**src/rtl/hdmi_timing_pattern_gen.sv**
```systemverilog
// ---------------------------------------------------------------------------
// hdmi_timing_pattern_gen
//
// Parametrised video timing generator and YCbCr 4:2:2 test-pattern source
// for the HDMI transmitter path. A horizontal/vertical counter pair walks the
// full raster. Every output is registered one cycle after the counter state
// that produced it, so sync, enable and data stay mutually aligned.
//
// Ports
//   pixel_clk    in   pixel clock, all logic on the rising edge
//   reset        in   synchronous reset, active-high
//   mode[1:0]    in   pattern: 0 solid, 1 colour bars, 2 moving ramp,
//                     3 checkerboard (latched at the start of each frame)
//   solid_y/cb/cr in  colour used by mode 0
//   data_enable  out  active-video qualifier
//   hsync/vsync  out  syncs, asserted level set by HS_POL / VS_POL
//   data_Y       out  luma (16 during blanking)
//   data_Cb_Cr   out  Cb on even active pixels, Cr on odd (128 in blanking)
//   frame_start  out  one-cycle pulse with the first active pixel of a frame
//   frame_cnt    out  completed frames, wraps modulo 2^FCNT_W
// ---------------------------------------------------------------------------
module hdmi_timing_pattern_gen #(
   parameter int H_ACTIVE = 1920,
   parameter int H_FP     = 88,
   parameter int H_SYNC   = 44,
   parameter int H_BP     = 148,
   parameter int V_ACTIVE = 1080,
   parameter int V_FP     = 4,
   parameter int V_SYNC   = 5,
   parameter int V_BP     = 36,
   parameter bit HS_POL   = 1'b1,
   parameter bit VS_POL   = 1'b1,
   parameter int CHK_LOG2 = 5,
   parameter int FCNT_W   = 16
) (
   input  logic              pixel_clk,
   input  logic              reset,
   input  logic [1:0]        mode,
   input  logic [7:0]        solid_y,
   input  logic [7:0]        solid_cb,
   input  logic [7:0]        solid_cr,
   output logic              data_enable,
   output logic              hsync,
   output logic              vsync,
   output logic [7:0]        data_Y,
   output logic [7:0]        data_Cb_Cr,
   output logic              frame_start,
   output logic [FCNT_W-1:0] frame_cnt
);

   localparam int H_TOTAL = H_ACTIVE + H_FP + H_SYNC + H_BP;
   localparam int V_TOTAL = V_ACTIVE + V_FP + V_SYNC + V_BP;
   // One spare code so every boundary constant (up to the total) fits.
   localparam int HW      = $clog2(H_TOTAL + 1);
   localparam int VW      = $clog2(V_TOTAL + 1);
   localparam int BAR_W   = H_ACTIVE / 8;
   localparam int BW      = (BAR_W > 1) ? $clog2(BAR_W) : 1;

   localparam logic [HW-1:0] H_LAST = HW'(H_TOTAL - 1);
   localparam logic [HW-1:0] H_ACT  = HW'(H_ACTIVE);
   localparam logic [HW-1:0] HS_BEG = HW'(H_ACTIVE + H_FP);
   localparam logic [HW-1:0] HS_END = HW'(H_ACTIVE + H_FP + H_SYNC);
   localparam logic [VW-1:0] V_LAST = VW'(V_TOTAL - 1);
   localparam logic [VW-1:0] V_ACT  = VW'(V_ACTIVE);
   localparam logic [VW-1:0] VS_BEG = VW'(V_ACTIVE + V_FP);
   localparam logic [VW-1:0] VS_END = VW'(V_ACTIVE + V_FP + V_SYNC);
   localparam logic [BW-1:0] BAR_LOAD = BW'(BAR_W - 1);

   // Raster position and per-frame state
   logic [HW-1:0]     h_cnt_q, h_cnt_d;
   logic [VW-1:0]     v_cnt_q, v_cnt_d;
   logic [1:0]        mode_q, mode_d;
   logic [FCNT_W-1:0] frame_cnt_q, frame_cnt_d;
   logic [2:0]        bar_idx_q, bar_idx_d;
   logic [BW-1:0]     bar_cnt_q, bar_cnt_d;
   logic [7:0]        cr_hold_q, cr_hold_d;

   // Registered outputs
   logic       de_q, de_d;
   logic       hs_q, hs_d;
   logic       vs_q, vs_d;
   logic [7:0] y_q, y_d;
   logic [7:0] c_q, c_d;
   logic       fs_q, fs_d;

   logic       line_end, frame_end, frame_first, active, chk_bit;
   logic [1:0] mode_eff;
   logic [7:0] pix_y, pix_cb, pix_cr;

   function automatic logic [23:0] bar_colour(input logic [2:0] idx);
      logic [23:0] c;
      case (idx)
         3'd0:    c = {8'd180, 8'd128, 8'd128};
         3'd1:    c = {8'd162, 8'd44,  8'd142};
         3'd2:    c = {8'd131, 8'd156, 8'd44 };
         3'd3:    c = {8'd112, 8'd72,  8'd58 };
         3'd4:    c = {8'd84,  8'd184, 8'd198};
         3'd5:    c = {8'd65,  8'd100, 8'd212};
         3'd6:    c = {8'd35,  8'd212, 8'd114};
         default: c = {8'd16,  8'd128, 8'd128};
      endcase
      return c;
   endfunction

   always_ff @(posedge pixel_clk) begin
      if (reset) begin
         h_cnt_q     <= '0;
         v_cnt_q     <= '0;
         mode_q      <= 2'd0;
         frame_cnt_q <= '0;
         bar_idx_q   <= 3'd0;
         bar_cnt_q   <= BAR_LOAD;
         cr_hold_q   <= 8'h80;
         de_q        <= 1'b0;
         hs_q        <= ~HS_POL;
         vs_q        <= ~VS_POL;
         y_q         <= 8'h10;
         c_q         <= 8'h80;
         fs_q        <= 1'b0;
      end else begin
         h_cnt_q     <= h_cnt_d;
         v_cnt_q     <= v_cnt_d;
         mode_q      <= mode_d;
         frame_cnt_q <= frame_cnt_d;
         bar_idx_q   <= bar_idx_d;
         bar_cnt_q   <= bar_cnt_d;
         cr_hold_q   <= cr_hold_d;
         de_q        <= de_d;
         hs_q        <= hs_d;
         vs_q        <= vs_d;
         y_q         <= y_d;
         c_q         <= c_d;
         fs_q        <= fs_d;
      end
   end

   // Raster counters, frame counter, mode latch and bar tracker
   always_comb begin
      line_end    = (h_cnt_q == H_LAST);
      frame_end   = line_end && (v_cnt_q == V_LAST);
      frame_first = (h_cnt_q == '0) && (v_cnt_q == '0);

      h_cnt_d = line_end ? '0 : h_cnt_q + HW'(1);
      v_cnt_d = v_cnt_q;
      if (line_end) begin
         v_cnt_d = (v_cnt_q == V_LAST) ? '0 : v_cnt_q + VW'(1);
      end

      // The new mode already governs the pixel at which it is sampled.
      mode_eff    = frame_first ? mode : mode_q;
      mode_d      = mode_eff;
      frame_cnt_d = frame_end ? frame_cnt_q + FCNT_W'(1) : frame_cnt_q;

      // Bar tracker describes the pixel at h_cnt: a down-counter reloads
      // at each bar edge; the last bar absorbs any H_ACTIVE mod 8 residue.
      bar_idx_d = bar_idx_q;
      bar_cnt_d = bar_cnt_q;
      if (line_end) begin
         bar_idx_d = 3'd0;
         bar_cnt_d = BAR_LOAD;
      end else if (bar_cnt_q == '0) begin
         if (bar_idx_q != 3'd7) begin
            bar_idx_d = bar_idx_q + 3'd1;
            bar_cnt_d = BAR_LOAD;
         end
      end else begin
         bar_cnt_d = bar_cnt_q - BW'(1);
      end
   end

   assign chk_bit = 1'((32'(h_cnt_q) ^ 32'(v_cnt_q)) >> CHK_LOG2);

   // Pixel colour and registered output values
   always_comb begin
      pix_y  = 8'h10;
      pix_cb = 8'h80;
      pix_cr = 8'h80;
      case (mode_eff)
         2'd0: begin
            pix_y  = solid_y;
            pix_cb = solid_cb;
            pix_cr = solid_cr;
         end
         2'd1:    {pix_y, pix_cb, pix_cr} = bar_colour(bar_idx_q);
         2'd2:    pix_y = 8'(h_cnt_q) + 8'(frame_cnt_q);
         default: pix_y = chk_bit ? 8'd235 : 8'd16;
      endcase

      active = (h_cnt_q < H_ACT) && (v_cnt_q < V_ACT);

      // Chroma pair is taken from the even pixel; Cr is held for the odd one.
      cr_hold_d = h_cnt_q[0] ? cr_hold_q : pix_cr;

      de_d = active;
      hs_d = ((h_cnt_q >= HS_BEG) && (h_cnt_q < HS_END)) ? HS_POL : ~HS_POL;
      vs_d = ((v_cnt_q >= VS_BEG) && (v_cnt_q < VS_END)) ? VS_POL : ~VS_POL;
      y_d  = active ? pix_y : 8'h10;
      c_d  = active ? (h_cnt_q[0] ? cr_hold_q : pix_cb) : 8'h80;
      fs_d = active && frame_first;
   end

   assign data_enable = de_q;
   assign hsync       = hs_q;
   assign vsync       = vs_q;
   assign data_Y      = y_q;
   assign data_Cb_Cr  = c_q;
   assign frame_start = fs_q;
   assign frame_cnt   = frame_cnt_q;

endmodule

```
**config.mk**
```make
export PLATFORM = sky130hd
export DESIGN_NAME = hdmi_timing_pattern_gen
export DESIGN_NICKNAME = d
export VERILOG_FILES = /design/src/rtl/hdmi_timing_pattern_gen.sv
export SDC_FILE = /design/constraint.sdc
export NUM_CORES = 1
export LEC_CHECK = 0
export CAP_MARGIN = 0
export CORE_MARGIN = 5
export CORE_UTILIZATION = 35
export CTS_CLUSTER_DIAMETER = 30
export CTS_CLUSTER_SIZE = 40
export DETAILED_ROUTE_END_ITERATION = 10
export PLACE_DENSITY_LB_ADDON = 0.25
export SYNTH_ARGS = -nofsm -noshare
export SYNTH_HDL_FRONTEND = slang
export SYNTH_SLANG_ARGS = --single-unit
export TNS_END_PERCENT = 50
```
**constraint.sdc**
```tcl
create_clock -name pixel_clk -period 3.3 [get_ports pixel_clk]
set_input_delay 0.495 -clock pixel_clk [delete_from_list [all_inputs] [get_ports pixel_clk]]
set_output_delay 0.495 -clock pixel_clk [all_outputs]
set_load 0.005 [all_outputs]
```
==> summary.md, run 1 <==
| Metric | Value |
|---|---|
| CP startpoint kind | `flip-flop` |
| Final hold viol count | `0` |
| Vias per inst | `5.26` |
| Post-synthesis async set-or-reset flop share | `0` |
| EDFF count, synth | `0` |
| Leak pwr | `2.07 nW` |
| Estimated wirelength of the detail-placed design | `8.15 mm` |
| Die Footprint | `0.0146 mm^2` |
| Most frequent cells in the layout | `80 x dfxtp_1, 67 x nor2_1, 63 x clkdlybuf4s50_1, 39 x nand2_1, 23 x a21oi_1` |
| Unique masters post-synth | `65` |
| Fin area | `0.00533 mm^2` |
| Synthesis-to-layout area growth | `23.9%` |
| Antenna violations before repair | `0` |
| Remaining global-route overflow | `0` |
| Critical path capture point type | `flip-flop` |
| Worst path max stage delay | `520 ps` |
| Reg2reg end | `data_Y[1]` |
| Post-Syn Area | `0.00430 mm^2` |
| Crit Path Category | `reg2reg` |
| Status | `completed` |
| Vias in the first global route | `3,653` |
| Drt drc | `0` |
| Slowest-stage cell, CP | `or4_1` |
| #FFs+latches synth | `80` |
| Max Slew Vio Count | `0` |
| Final setup vio count | `0` |
| F_max | `377 MHz` |
| Avg WL per Cell | `15.6 um` |
| Setup TNS Final | `0 ps` |
| Largest net degree at the start of global routing | `39` |
| Register area share after synthesis | `0.372` |
| I/O pins | `64` |
| Sinks on Clock Net | `80` |
| H-tree levels | `3` |
| Total CTS buffers | `9` |
| Critical-path cell list | `inv_1, ha_1, nor4bb_1, nand3_1, nor2_8, mux2_2, or4_1, o311ai_1` |
| Final nets | `606` |
| Slew margin rel. | `0.605` |
| DRT Wirelength | `11.1 mm` |
| Cts hold-fix bufs | `0` |
| First-pass GRT wire length | `18.0 mm` |
| Ys Warns | `0` |
| Crit path DAT | `2880 ps` |
| Crit-path max FO | `10` |
| Hold path depth | `1` |
| TritonCTS clock tree | `yes` |
| Via count | `3,723` |
| Worst reg-to-reg path cell count | `8` |
| Min Tclk post-route | `2650 ps` |
| Register-to-register setup slack | `650 ps` |
| Fill cells | `1,168` |
| Die H | `121 um` |
| WHS Endpoint | `cr_hold_q[7]` |
| Post-cts sizing count | `0` |
| Clock skew | `10.7 ps` |
| Starting DRC count in detailed routing | `260` |
| Initial DRT Pass Iterations | `5` |
| All-Layer GR Usage | `0.154` |
| Final Cycle Share | `0.804` |
| Main synth FF type | `dfxtp_1` |
| Worst EP required | `3530 ps` |
| RSZ-0062 raised after global routing | `no` |
| Layout cells sized above 1 | `0.0695` |
| Die span in x | `121 um` |
| Commonest non-fill, non-tap cell in the layout | `dfxtp_1` |
| Worst skew pair latency | `340 ps` |
| Clk slew on worst S/H paths | `60 ps` |
| Root Driver | `clkbuf_16` |
| Worst r2r src | `v_cnt_q[0]` |
| GP Congestion | `0.881` |
| Core Region | `0.0120 mm^2` |
| Initial Util | `0.358` |
| Total power | `0.00224 W` |
| Number of port buffers | `63` |
| PwrDens | `420 mW/mm^2` |
| Class of the worst hold path | `reg2reg` |
| Row count | `40` |
| Hold Crit Start | `cr_hold_q[7]` |
| Post-DRT Antenna Nets | `0` |
| Post CTS Setup Buffer Count | `0` |
| Worst slew pin tran | `576 ps` |
| Gate Count Post-Synth | `501` |
| Max-cap violation count | `0` |
| CTS Buffer Depth | `2` |
| VDD IR max | `0.186 mV` |
| N_diodes | `0` |
| Placed cell areas | `0.00506 mm^2` |
| Post-Syn Area per Cell | `8.58 um^2` |
| Syn Nets | `550` |
-- synthesized netlist by cell type (14+ instances only) --
cell type | n | area [um^2]
clkbuf_1 | 14 | 52.6
a21oi_1 | 23 | 115
dfxtp_1 | 80 | 1600
nor2_1 | 67 | 251
nand2_1 | 39 | 146
nand3_1 | 18 | 90.1
ha_1 | 20 | 250
o21ai_0 | 17 | 85.1
xor2_1 | 16 | 140
xnor2_1 | 17 | 149
inv_1 | 22 | 82.6
nor3_1 | 20 | 100
-- cell families after synthesis --
logic type,share of synthesized area
and+or+nand+nor,0.275
AOI/OAI and AO/OA,0.133
DFF,0.372
buffers and inverters,0.0434
xor gates and xnor gates,0.0672
adders and majority gates,0.0628
muxes,0.0466
-- per-layer routing --
layer / wire length [um] / track usage / up-vias / share of wire
li1: - / - / 1886 / -
met1: 5130 / 0.199 / 1722 / 0.46
met2: 5150 / 0.247 / 96 / 0.46
met3: 556 / 0.0421 / 19 / 0.050
met4: 240 / 0.0545 / 0 / 0.022
met5: 0 / 0 / - / 0
-- layout make-up --
| type | count | area (um^2) | area share |
|---|---|---|---|
| Multi-Input combinational cell | 375 | 2510 | 0.471 |
| Tap cell | 147 | 184 | 0.0345 |
| Timing Repair Buffer | 69 | 676 | 0.127 |
| Clock inverter | 3 | 17.5 | 0.00329 |
| Clock buffer | 12 | 256 | 0.0481 |
| Inverter | 22 | 82.6 | 0.0155 |
| Sequential cell | 80 | 1600 | 0.300 |
-- flip-flops by register name, summed over array words and instances, names as in the netlist --
register,count
frame_start,1
bar_cnt_q,8
bar_idx_q,3
data_Y,8
data_Cb_Cr,8
h_cnt_q,12
hsync,1
v_cnt_q,11
cr_hold_q,8
mode_q,2
data_enable,1
frame_cnt,16
vsync,1
-- critical path, delay by kind of cell (launching register included) --
family,cells,cell delay (ps)
multiplexers,1,460
buffers and inverters,1,120
AND/OR/NAND/NOR,4,1350
AO/OA/AOI/OAI,1,110
adder cells (fa/ha/maj),1,170
flip-flops,1,330
-- stage by stage --
stage                     hold slack, ps  setup WS [ps]  std cells  utilization
after floorplan                      438            526        501            -
after global placement               458            714        693        0.421
after detailed placement             467            669        693        0.421
after CTS                            477            648        708        0.444
after global routing                 494            345        708        0.444
final                                476            646        708        0.444
-- power breakdown --
group          total, W  switching, W  internal, W
sequential      0.00103     0.0000188      0.00101
clock          0.000927      0.000383     0.000544
combinational  0.000289      0.000145     0.000143
total           0.00224      0.000547      0.00169
-- how the worst max path moves through the flow --
stage | start | endpoint | slack [ps]
2_1_floorplan | h_cnt_q[0] | cr_hold_q[5] | 530
3_3_place_gp | v_cnt_q[0] | data_Cb_Cr[3] | 710
3_5_place_dp | v_cnt_q[0] | data_Y[1] | 670
4_1_cts | v_cnt_q[0] | data_Y[1] | 650
5_1_grt | v_cnt_q[0] | data_Cb_Cr[3] | 350
6_report | v_cnt_q[0] | data_Y[1] | 650
(Power assumes the default switching activity.)
==> run 2: changes to the inputs <==
==> constraint.sdc (replaced) <==
create_clock -name pixel_clk -period 2.4 [get_ports pixel_clk]
set_input_delay 0.36 -clock pixel_clk [delete_from_list [all_inputs] [get_ports pixel_clk]]
set_output_delay 0.36 -clock pixel_clk [all_outputs]
set_load 0.005 [all_outputs]
==> summary.md, run 2 (synthesized netlist as in run 1, its figures left out) <==
| Metric | Value |
|---|---|
| VDD IR max | `0.291 mV` |
| TritonCTS clock tree | `yes` |
| Post-DRT Antenna Nets | `0` |
| Via count | `3,887` |
| Leak pwr | `2.31 nW` |
| Estimated wirelength of the detail-placed design | `8.50 mm` |
| CTS Buffer Depth | `2` |
| Root Driver | `clkbuf_16` |
| Avg WL per Cell | `15.0 um` |
| Initial DRT Pass Iterations | `4` |
| Layout cells sized above 1 | `0.150` |
| Most frequent cells in the layout | `76 x dfxtp_1, 67 x nor2_1, 63 x clkdlybuf4s50_1, 42 x buf_4, 39 x nand2_1` |
| Final setup vio count | `0` |
| Worst skew pair latency | `340 ps` |
| Max-cap violation count | `0` |
| Final Cycle Share | `0.953` |
| Row count | `40` |
| Largest net degree at the start of global routing | `25` |
| GP Congestion | `0.848` |
| F_max | `437 MHz` |
| H-tree levels | `3` |
| PwrDens | `598 mW/mm^2` |
| Remaining global-route overflow | `0` |
| Die span in x | `121 um` |
| Max Slew Vio Count | `0` |
| I/O pins | `64` |
| Crit Path Category | `reg2reg` |
| Met2 Use GR | `0.261` |
| Synthesis-to-layout area growth | `33.8%` |
| Number of port buffers | `63` |
| All-Layer GR Usage | `0.157` |
| Max reg flops | `16` |
| Final hold viol count | `0` |
| Total CTS buffers | `9` |
| Reg area | `0.00161 mm^2` |
| DRT Wirelength | `11.2 mm` |
| N_diodes | `0` |
| Slew margin rel. | `0.668` |
| Crit path DAT | `2540 ps` |
| Core Region | `0.0120 mm^2` |
| Antenna violations before repair | `0` |
| Fin area | `0.00575 mm^2` |
| Met1 GRT Util | `0.201` |
| Sinks on Clock Net | `80` |
| Multi-input logic area | `0.00259 mm^2` |
| Crit-path max FO | `6` |
| Class of the worst hold path | `reg2reg` |
| Min Tclk post-route | `2290 ps` |
| Fill cells | `1,145` |
| Vias in the first global route | `3,733` |
| Vias per inst | `5.21` |
| RSZ-0062 raised after global routing | `yes` |
| Initial Util | `0.358` |
| Die H | `121 um` |
| Commonest non-fill, non-tap cell in the layout | `dfxtp_1` |
| Hold_ws | `467 ps` |
| CP startpoint kind | `flip-flop` |
| Worst EP required | `2650 ps` |
| Grt peak-use layer | `met2` |
| Starting DRC count in detailed routing | `250` |
| Status | `completed` |
| First-pass GRT wire length | `18.5 mm` |
| Critical path capture point type | `flip-flop` |
| Placed cell areas | `0.00532 mm^2` |
| Final nets | `643` |
| Clock skew | `6.80 ps` |
| Die Footprint | `0.0146 mm^2` |
| Clk slew on worst S/H paths | `60 ps` |
| Total power | `0.00344 W` |
| M3 GR Usage | `0.0299` |
| Worst slew pin tran | `496 ps` |
| Drt drc | `0` |
-- run 2: changes by cell type in the layout (fill, tap and decap cells not counted), sizes merged --
| cell | previous run | this run |
|---|---|---|
| bufinv | 0 | 3 |
| buf | 6 | 43 |
| clkbuf | 12 | 10 |
-- run 2: through the flow --
stage                     utilization  TNS [ps]  instances  setup WS, ps
final                           0.479         0        746           112
after global routing            0.479     -17.1        746         -15.0
after CTS                       0.471         0        739          34.2
after detailed placement        0.443         0        723          29.5
after global placement          0.443         0        723          88.9
after floorplan                     -         0        501          6.34
-- run 2: what timing repair did --
item / 4_1_cts / 5_1_grt
resized for setup: 0 / 11
hold buffers: 0 / 0
buffers inserted: 0 / 7
endpoints found under the setup margin: 0 / 17
-- run 2: routing by layer --
| metal | vias up | part of all wire |
|---|---|---|
| met2 | 81 | 0.48 |
| met5 | - | 0 |
| li1 | 1957 | - |
| met3 | 13 | 0.050 |
| met1 | 1836 | 0.45 |
| met4 | 0 | 0.016 |
-- run 2: report_power, final --
group,internal [W],total [W],switching (W)
Clock,0.00101,0.00157,0.000553
Sequential,0.00138,0.00142,0.0000312
Combinational,0.000247,0.000460,0.000214
Total,0.00264,0.00344,0.000797
-- run 2: area by class of cell --
cell class | instances | area share
Clock inverter | 6 | 0.0187
Sequential cell | 80 | 0.279
Clock buffer | 10 | 0.0398
Multi-Input combinational cell | 375 | 0.450
Tap cell | 147 | 0.0320
Inverter | 22 | 0.0144
Timing Repair Buffer | 106 | 0.166
-- run 2: final timing paths --
path                start      endpoint  slack (ps)  cells past startpoint
max            h_cnt_q[1]     data_Y[1]         110                      8
min reg2reg  cr_hold_q[7]  cr_hold_q[7]         470                      1
min          cr_hold_q[7]  cr_hold_q[7]         470                      1
max reg2reg    h_cnt_q[1]     data_Y[1]         110                      8
-- run 2: worst max-delay path, cell delays in order, from the launching register on --
cell      delay [ps]
dfxtp_2          340
inv_2             90
ha_4             140
nor4bb_4         300
nand3_2          190
nor2_8           190
mux2_4           340
or4_1            510
o311ai_1          90
==> run 3: changes to the inputs <==
--- a/config.mk
+++ b/config.mk
@@ -11,6 +11,7 @@
 export CTS_CLUSTER_DIAMETER = 30
 export CTS_CLUSTER_SIZE = 40
 export DETAILED_ROUTE_END_ITERATION = 10
+export DONT_BUFFER_PORTS = 1
 export PLACE_DENSITY_LB_ADDON = 0.25
 export SYNTH_ARGS = -nofsm -noshare
 export SYNTH_HDL_FRONTEND = slang
==> summary.md, run 3 (synthesized netlist as in run 1, its figures left out) <==
| Metric | Value |
|---|---|
| Final Cycle Share | `0.973` |
| Clock Power Share | `0.448` |
| Total power | `0.00318 W` |
| Sw frac | `0.233` |
| Slew margin rel. | `0.589` |
| Die span in x | `121 um` |
| I/O pins | `64` |
| Worst slew pin tran | `617 ps` |
| VDD IR max | `0.322 mV` |
| Via count | `3,708` |
| Clk slew on worst S/H paths | `60 ps` |
| PwrDens | `627 mW/mm^2` |
| Crit path DAT | `2530 ps` |
| Fill cells | `1,190` |
| Comb pwr share | `0.105` |
| Starting DRC count in detailed routing | `249` |
| F_max | `428 MHz` |
| TritonCTS clock tree | `yes` |
| Clock skew | `4.44 ps` |
| CP bufs+invs | `1` |
| Crit-path max FO | `7` |
| Critical path capture point type | `flip-flop` |
| Row count | `40` |
| Post-Place Cells | `662` |
| Total CTS buffers | `9` |
| Int Power | `0.00244 W` |
| GP Congestion | `0.898` |
| Final nets | `579` |
| DRT Wirelength | `11.1 mm` |
| Worst EP required | `2600 ps` |
| Status | `completed` |
| Antenna violations before repair | `1` |
| Final Instance Count excl. Fillers | `682` |
| Max reg flops | `16` |
| Layout cells sized above 1 | `0.157` |
| First-pass GRT wire length | `17.9 mm` |
| Worst path max stage delay | `450 ps` |
| Core Region | `0.0120 mm^2` |
| Commonest non-fill, non-tap cell in the layout | `dfxtp_1` |
| Avg WL per Cell | `16.3 um` |
| Initial DRT Pass Iterations | `4` |
| Class of the worst hold path | `in2reg` |
| Die H | `121 um` |
| Remaining global-route overflow | `0` |
| All-Layer GR Usage | `0.152` |
| RSZ-0062 raised after global routing | `yes` |
| Final setup vio count | `0` |
| Number of port buffers | `0` |
| CTS Buffer Depth | `2` |
| Setup TNS Final | `0 ps` |
| Largest net degree at the start of global routing | `40` |
| Post-DRT Antenna Nets | `0` |
| Leak pwr | `2.06 nW` |
| Most frequent cells in the layout | `79 x dfxtp_1, 67 x nor2_1, 42 x buf_4, 39 x nand2_1, 23 x a21oi_1` |
| Max-cap violation count | `0` |
| Max Slew Vio Count | `0` |
| Cts hold-fix bufs | `0` |
| Placed cell areas | `0.00471 mm^2` |
| NetSw | `0.000741 W` |
| Slowest-stage cell, CP | `a222oi_1` |
| Hold_ws | `96.4 ps` |
| Critical-path cell list | `inv_4, ha_4, nor4bb_4, nand3_2, nor2_8, mux2_4, a222oi_1, a21oi_1` |
| Estimated wirelength of the detail-placed design | `8.37 mm` |
| Crit Path Category | `reg2reg` |
| Vias in the first global route | `3,542` |
| Seq pwr share | `0.447` |
| Synthesis-to-layout area growth | `17.9%` |
| Root Driver | `clkbuf_16` |
| Min Tclk post-route | `2340 ps` |
| Drt drc | `0` |
| CP delay by family, top | `simple AND/OR/NAND/NOR gates` |
| Worst skew pair latency | `340 ps` |
| Sinks on Clock Net | `80` |
| Final hold viol count | `0` |
| Vias per inst | `5.44` |
| H-tree levels | `3` |
| Initial Util | `0.358` |
| Fin area | `0.00507 mm^2` |
| Die Footprint | `0.0146 mm^2` |
| CP startpoint kind | `flip-flop` |
[run 3: cell count changes in the layout (fill, tap and decap cells not counted), moves of 3 or more]
cell and delta:
dfxtp_1 +3, a221oi_1 -3, dfxtp_2 -4, clkdlybuf4s50_1 -63
a221oi_2 +3
[run 3: worst paths after layout]
path / start / to / slack (ps) / depth (start not counted)
worst max-delay path: h_cnt_q[0] / data_Y[7] / 60 / 8
worst max register to register: h_cnt_q[0] / data_Y[7] / 60 / 8
worst min-delay path: reset / frame_cnt[0] / 100 / 1
worst min register to register: cr_hold_q[1] / data_Cb_Cr[1] / 470 / 2
[run 3: power by group through the flow]
stage	registers [W]	clock network (W)	logic, W
after global routing	0.00142	0.00149	0.000365
after global placement	0.00145	0	0.000302
after CTS	0.00142	0.00146	0.000307
after detailed placement	0.00145	0	0.000306
final	0.00142	0.00143	0.000335
after floorplan	0.00144	0	0.000238
[run 3: layout make-up]
class	count	area, um^2	area share
diodes	1	2.50	0.000493
clock buffers	11	233	0.0459
clock inverters	4	70.1	0.0138
inverters	22	85.1	0.0168
multi-input cells	375	2580	0.508
flip-flops and latches	80	1610	0.317
well taps	147	184	0.0363
repair buffers	42	315	0.0622
[run 3: timing repair]
action                                  CTS  global route
endpoints found under the setup margin    1            17
buffers inserted                          0             4
resized for setup                         0             8
pin swaps                                 2             5
[run 3: per-layer routing]
metal / vias up / GRT usage / share of wire
met1: 1750 / 0.190 / 0.44
met4: 0 / 0.0899 / 0.037
met5: - / 0 / 0
met3: 27 / 0.0243 / 0.053
li1: 1834 / - / -
met2: 97 / 0.247 / 0.47
[run 3: stage by stage]
stage                util  worst slack, ps
floorplan               -             6.34
global placement    0.392             14.1
detailed placement  0.392            -7.93
CTS                 0.417             19.7
global route        0.422            -27.6
finish              0.422             64.9
